`config.mk`:
```
export PLATFORM = sky130hd
export DESIGN_NAME = mux_pipe_stage_flat
export DESIGN_NICKNAME = d
export VERILOG_FILES = /design/src/rtl/mux_pipe_stage_if.sv /design/src/rtl/mux_pipe_stage.sv /design/src/flat_wrapper.sv
export SDC_FILE = /design/constraint.sdc
export NUM_CORES = 1
export LEC_CHECK = 0
export ABC_AREA = 1
export ABC_CLOCK_PERIOD_IN_PS = 2200
export BUFFER_PORTS_ARGS = -buffer_cell sky130_fd_sc_hd__buf_4
export CAP_MARGIN = 20
export CORE_UTILIZATION = 51
export CTS_BUF_LIST = sky130_fd_sc_hd__clkbuf_2
export DETAILED_ROUTE_END_ITERATION = 8
export PLACE_DENSITY_LB_ADDON = 0.25
export SKIP_CTS_REPAIR_TIMING = 1
export SYNTH_ARGS = -nofsm -noshare
export SYNTH_HDL_FRONTEND = slang
export SYNTH_SLANG_ARGS = --single-unit
```
`constraint.sdc`:
```
create_clock -name clk -period 2.2 [get_ports clk]
set_input_delay 0.11 -clock clk [delete_from_list [all_inputs] [get_ports clk]]
set_output_delay 0.11 -clock clk [all_outputs]
set_load 0.1 [all_outputs]
```
`src/rtl/mux_pipe_stage_if.sv`:
```
`default_nettype none
// ============================================================================
// Module      : mux_pipe_stage_if
// Description : Source-select bus plus valid/ready handshake of mux_pipe_stage.
// Revision    : 1.0 - initial release
// ============================================================================
interface mux_pipe_stage_if #(
    parameter int WIDTH  = 32,
    parameter int NUM_IN = 4,
    parameter int SEL_W  = 2
);
    logic [NUM_IN*WIDTH-1:0] in_bus;
    logic [SEL_W-1:0]        sel;
    logic                    in_valid;
    logic                    in_ready;
    logic                    flush;
    logic [WIDTH-1:0]        out_data;
    logic [SEL_W-1:0]        out_sel;
    logic                    out_badsel;
    logic                    out_valid;
    logic                    out_ready;

    modport master (
        output in_bus, sel, in_valid, flush, out_ready,
        input  in_ready, out_data, out_sel, out_badsel, out_valid
    );

    modport slave (
        input  in_bus, sel, in_valid, flush, out_ready,
        output in_ready, out_data, out_sel, out_badsel, out_valid
    );
endinterface
`default_nettype wire

```
`src/rtl/mux_pipe_stage.sv`:
```
`default_nettype none
// ============================================================================
// Module      : mux_pipe_stage
// Description : N-way source select into a 1-cycle registered stage with
//               valid/ready handshake, 2-entry skid buffer and flush.
// Revision    : 1.0 - initial release
// ============================================================================
module mux_pipe_stage #(
    parameter int               WIDTH     = 32,
    parameter int               NUM_IN    = 4,
    parameter int               SEL_W     = 2,
    parameter logic [WIDTH-1:0] RESET_VAL = '0
) (
    input  wire logic        clk,
    input  wire logic        rst,
    mux_pipe_stage_if.slave  bus
);
    typedef enum logic [1:0] {
        ST_EMPTY = 2'd0,
        ST_ONE   = 2'd1,
        ST_TWO   = 2'd2
    } state_t;

    state_t           r_state;
    logic [WIDTH-1:0] r_main_data;
    logic [SEL_W-1:0] r_main_sel;
    logic             r_main_bad;
    logic [WIDTH-1:0] r_skid_data;
    logic [SEL_W-1:0] r_skid_sel;
    logic             r_skid_bad;
    logic             r_out_valid;
    logic             r_in_ready;

    logic [WIDTH-1:0] w_mux_data;
    logic             w_badsel;
    logic             w_accept;
    logic             w_consume;

    always_comb begin
        w_mux_data = RESET_VAL;
        for (int i = 0; i < NUM_IN; i++) begin
            if (bus.sel == SEL_W'(i)) begin
                w_mux_data = bus.in_bus[i*WIDTH +: WIDTH];
            end
        end
    end

    // With a fully populated select range no index can be out of range.
    if (NUM_IN == (1 << SEL_W)) begin : g_full_sel
        assign w_badsel = 1'b0;
    end else begin : g_partial_sel
        assign w_badsel = ({1'b0, bus.sel} >= (SEL_W+1)'(NUM_IN));
    end

    assign w_accept  = bus.in_valid & r_in_ready;
    assign w_consume = r_out_valid & bus.out_ready;

    always_ff @(posedge clk) begin
        if (rst) begin
            r_state     <= ST_EMPTY;
            r_out_valid <= 1'b0;
            r_in_ready  <= 1'b1;
            r_main_data <= RESET_VAL;
            r_main_sel  <= '0;
            r_main_bad  <= 1'b0;
            r_skid_data <= RESET_VAL;
            r_skid_sel  <= '0;
            r_skid_bad  <= 1'b0;
        end else if (bus.flush) begin
            r_state     <= ST_EMPTY;
            r_out_valid <= 1'b0;
            r_in_ready  <= 1'b1;
            r_main_data <= RESET_VAL;
            r_main_sel  <= '0;
            r_main_bad  <= 1'b0;
        end else begin
            case (r_state)
                ST_EMPTY: begin
                    if (w_accept) begin
                        r_main_data <= w_mux_data;
                        r_main_sel  <= bus.sel;
                        r_main_bad  <= w_badsel;
                        r_state     <= ST_ONE;
                        r_out_valid <= 1'b1;
                    end
                    r_in_ready <= 1'b1;
                end
                ST_ONE: begin
                    if (w_accept && w_consume) begin
                        r_main_data <= w_mux_data;
                        r_main_sel  <= bus.sel;
                        r_main_bad  <= w_badsel;
                        r_in_ready  <= 1'b1;
                    end else if (w_accept) begin
                        // Main is stalled; park the new beat in the skid slot.
                        r_skid_data <= w_mux_data;
                        r_skid_sel  <= bus.sel;
                        r_skid_bad  <= w_badsel;
                        r_state     <= ST_TWO;
                        r_in_ready  <= 1'b0;
                    end else if (w_consume) begin
                        r_state     <= ST_EMPTY;
                        r_out_valid <= 1'b0;
                        r_in_ready  <= 1'b1;
                    end
                end
                ST_TWO: begin
                    if (w_consume) begin
                        r_main_data <= r_skid_data;
                        r_main_sel  <= r_skid_sel;
                        r_main_bad  <= r_skid_bad;
                        r_state     <= ST_ONE;
                        r_in_ready  <= 1'b1;
                    end
                end
                default: begin
                    r_state     <= ST_EMPTY;
                    r_out_valid <= 1'b0;
                    r_in_ready  <= 1'b1;
                end
            endcase
        end
    end

    assign bus.out_data   = r_main_data;
    assign bus.out_sel    = r_main_sel;
    assign bus.out_badsel = r_main_bad;
    assign bus.out_valid  = r_out_valid;
    assign bus.in_ready   = r_in_ready;
endmodule
`default_nettype wire
```
`src/flat_wrapper.sv`:
```
// flat-port wrapper written by rule: the top's interface ports become plain ports
module mux_pipe_stage_flat 
#(
    parameter int               WIDTH     = 32,
    parameter int               NUM_IN    = 4,
    parameter int               SEL_W     = 2,
    parameter logic [WIDTH-1:0] RESET_VAL = '0
)
  (clk, rst, bus_in_bus, bus_sel, bus_in_valid, bus_flush, bus_out_ready, bus_in_ready, bus_out_data, bus_out_sel, bus_out_badsel, bus_out_valid);
  mux_pipe_stage_if #(.WIDTH(WIDTH), .NUM_IN(NUM_IN), .SEL_W(SEL_W)) bus_i ();
  input  wire logic clk;
  input  wire logic rst;
  input wire logic [$bits(bus_i.in_bus)-1:0] bus_in_bus;
  input wire logic [$bits(bus_i.sel)-1:0] bus_sel;
  input wire logic [$bits(bus_i.in_valid)-1:0] bus_in_valid;
  input wire logic [$bits(bus_i.flush)-1:0] bus_flush;
  input wire logic [$bits(bus_i.out_ready)-1:0] bus_out_ready;
  output wire logic [$bits(bus_i.in_ready)-1:0] bus_in_ready;
  output wire logic [$bits(bus_i.out_data)-1:0] bus_out_data;
  output wire logic [$bits(bus_i.out_sel)-1:0] bus_out_sel;
  output wire logic [$bits(bus_i.out_badsel)-1:0] bus_out_badsel;
  output wire logic [$bits(bus_i.out_valid)-1:0] bus_out_valid;
  assign bus_i.in_bus = bus_in_bus;
  assign bus_i.sel = bus_sel;
  assign bus_i.in_valid = bus_in_valid;
  assign bus_i.flush = bus_flush;
  assign bus_i.out_ready = bus_out_ready;
  assign bus_in_ready = bus_i.in_ready;
  assign bus_out_data = bus_i.out_data;
  assign bus_out_sel = bus_i.out_sel;
  assign bus_out_badsel = bus_i.out_badsel;
  assign bus_out_valid = bus_i.out_valid;
  mux_pipe_stage #(.WIDTH(WIDTH), .NUM_IN(NUM_IN), .SEL_W(SEL_W), .RESET_VAL(RESET_VAL)) u_core (.clk(clk), .rst(rst), .bus(bus_i));
endmodule
```
==> reports/qor.yml <==
status: "finished, violations left"
violations: "hold timing"
dr_total_vias: 5166
avgViaCountPerCell: 5.38
cp.arrival_ps: 2360
drtIter0Drc: 473
clkLatencyLatePin_ps: 510
start_util_pct: 52.7
setup_viol: 0
diodes: 0
grt_max_degree: 69
hold_path.class: "in -> reg"
wire_per_inst_um: 14.7
crit_fanout: 36
ios: 172
nets: 990
power.density_nw_per_um2: 621
overflow: 0
yosysWarningCount: 0
p_total_w: 0.00359
async_flop_share_pct: 0
synthCells: 707
period_needed_ps: 1930
area_delta_synth_final_pct: 33.6
synth.distinct_cells: 25
grt_pass1_vias: 4433
yosysSeqAreaShare_pct: 33.3
cts_sinks: 72
fmax_mhz: 517
mostFrequentLayoutCell: "buf_4"
drc: 0
synthTopCellsByArea: "dfxtp_1 33%, nand2_1 15%, nor2_1 9.0%"
cts.path.max_buffers: 2
num_rows: 33
synthFlopType: "dfxtp_1"
cts_inserted_buffers: 9
grt_pass1_wl_um: 21900
final_cell_mix: "179 x buf_4, 174 x nand2_1, 103 x nor2_1"
drt_wl_total_um: 14100
leakage_nw: 2.78
max_slew_margin_pct: 37.1
h-tree-depth: 3
max_cap_viol_count: 0
fin_tns_setup_ps: 0
min_from: "bus_in_bus[102]"
synth_edf_count: 0
netlist.area_leader.share_pct: 33.3
syn_nets: 846
worst_slew_pin_slew_ps: 942
post-route-util_pct: 70.4
die_y_um: 94.1
die_area_um2: 8860
cts_tree: "done"
hold_viol: 1
ys_ff_latch: 72
r2r-start: "u_core.r_state[1]"
gr-usage-all-layers_pct: 31.7
crit_type: "reg -> reg"
endpoint_kind: "flop"
ir_drop_uv: 313
place.gp.congestion: 0.926
synth_area_per_cell_um2: 6.12
start_kind: "flop"
required_ps: 2620
final.period_utilization_pct: 87.9
cts_root_buf: "clkbuf_2"
yosysTopAreaCell: "dfxtp_1"
path_clk_slew_ps: 190
cp-startpoint: "u_core.r_state[1]"
coreArea_um2: 8220
drtAntennaViolNets: 0
netlist_area_um2: 4330
first_pass_iters: 5
dp_hpwl_um: 10100
hold_slack_ps: -6.91
drive_gt1_share_pct: 24.4
antenna_found_initial: 0
portBuffers: 170
slew_violations: 0
rsz0062_at_grt: "no"
die_x_um: 94.1
fill_cells: 713
fin_skew_ps: 15.4
synth_stat cells (2+ instances only):
library cell    n
a21oi_1        39
buf_1           4
buf_2          26
buf_4           3
clkbuf_1       22
dfxtp_1        72
ha_1            4
inv_1          44
inv_2           2
nand2_1       174
nand2_2         3
nand3_1        66
nand4_1        33
nor2_1        104
o21ai_0        70
o21ai_1         3
or2_0          13
or2_1          17
or2_2           2
final cells by class:
type                            instances  area [um^2]  share of cell area (%)
Multi-Input combinational cell        533         2470                    42.7
Tap cell                              105          131                    2.27
Inverter                               47          176                    3.05
Clock inverter                          4         45.0                   0.779
Clock buffer                           12         60.1                    1.04
Sequential cell                        72         1440                    24.9
Timing Repair Buffer                  188         1460                    25.3
state kept, by name (all words and copies together) (netlist names):
name                  flops
u_core.r_state            2
u_core.bus.out_sel        2
u_core.r_skid_data       32
u_core.bus.out_data      32
u_core.bus.out_valid      1
u_core.bus.in_ready       1
u_core.r_skid_sel         2
where the power goes:
part	internal [W]	switching (W)	leakage [nW]	total, W
sequential	0.00139	0.0000480	0.586	0.00143
clock	0.000272	0.000453	0.0757	0.000725
combinational	0.000457	0.000974	2.11	0.00143
worst max-delay path, cell delays in order (launching register included):
cell     delay, ps
dfxtp_1        410
inv_1          100
ha_1           280
o21ai_4        240
nand3_4        460
o21ai_1        290
nor2_1          70
worst paths after layout:
check / cells past startpoint / slack [ps] / end
hold reg to reg: 4 / 530 / u_core.bus.out_sel[0]
hold / removal: 4 / -7 / u_core.r_skid_data[6]
setup reg to reg: 6 / 270 / u_core.bus.out_sel[1]
setup / recovery: 6 / 270 / u_core.bus.out_sel[1]
per-layer routing:
layer / vias to the layer above / GRT usage (%) / part of all wire, %
li1: 2573 / - / -
met2: 251 / 47.9 / 44
met3: 23 / 6.07 / 7.9
met4: 0 / 8.97 / 1.9
met1: 2319 / 45.6 / 46
met5: - / 0 / 0
cells by family after synthesis:
family	synth area share [%]
flip-flops	33.3
buffers and inverters	9.86
AND/OR/NAND/NOR	42.1
AO/OA/AOI/OAI	13.5
other	0.0866
adder cells (fa/ha/maj)	1.16
per-stage QoR:
step           area [um^2]  instances  setup slack (ps)
6_report              5780        961               265
5_1_grt               5780        961               107
4_1_cts               5710        954               329
3_5_place_dp          5610        938               309
3_3_place_gp          5580        937               306
2_1_floorplan         4330        707              95.0
Power figures use the tool's default switching activity.
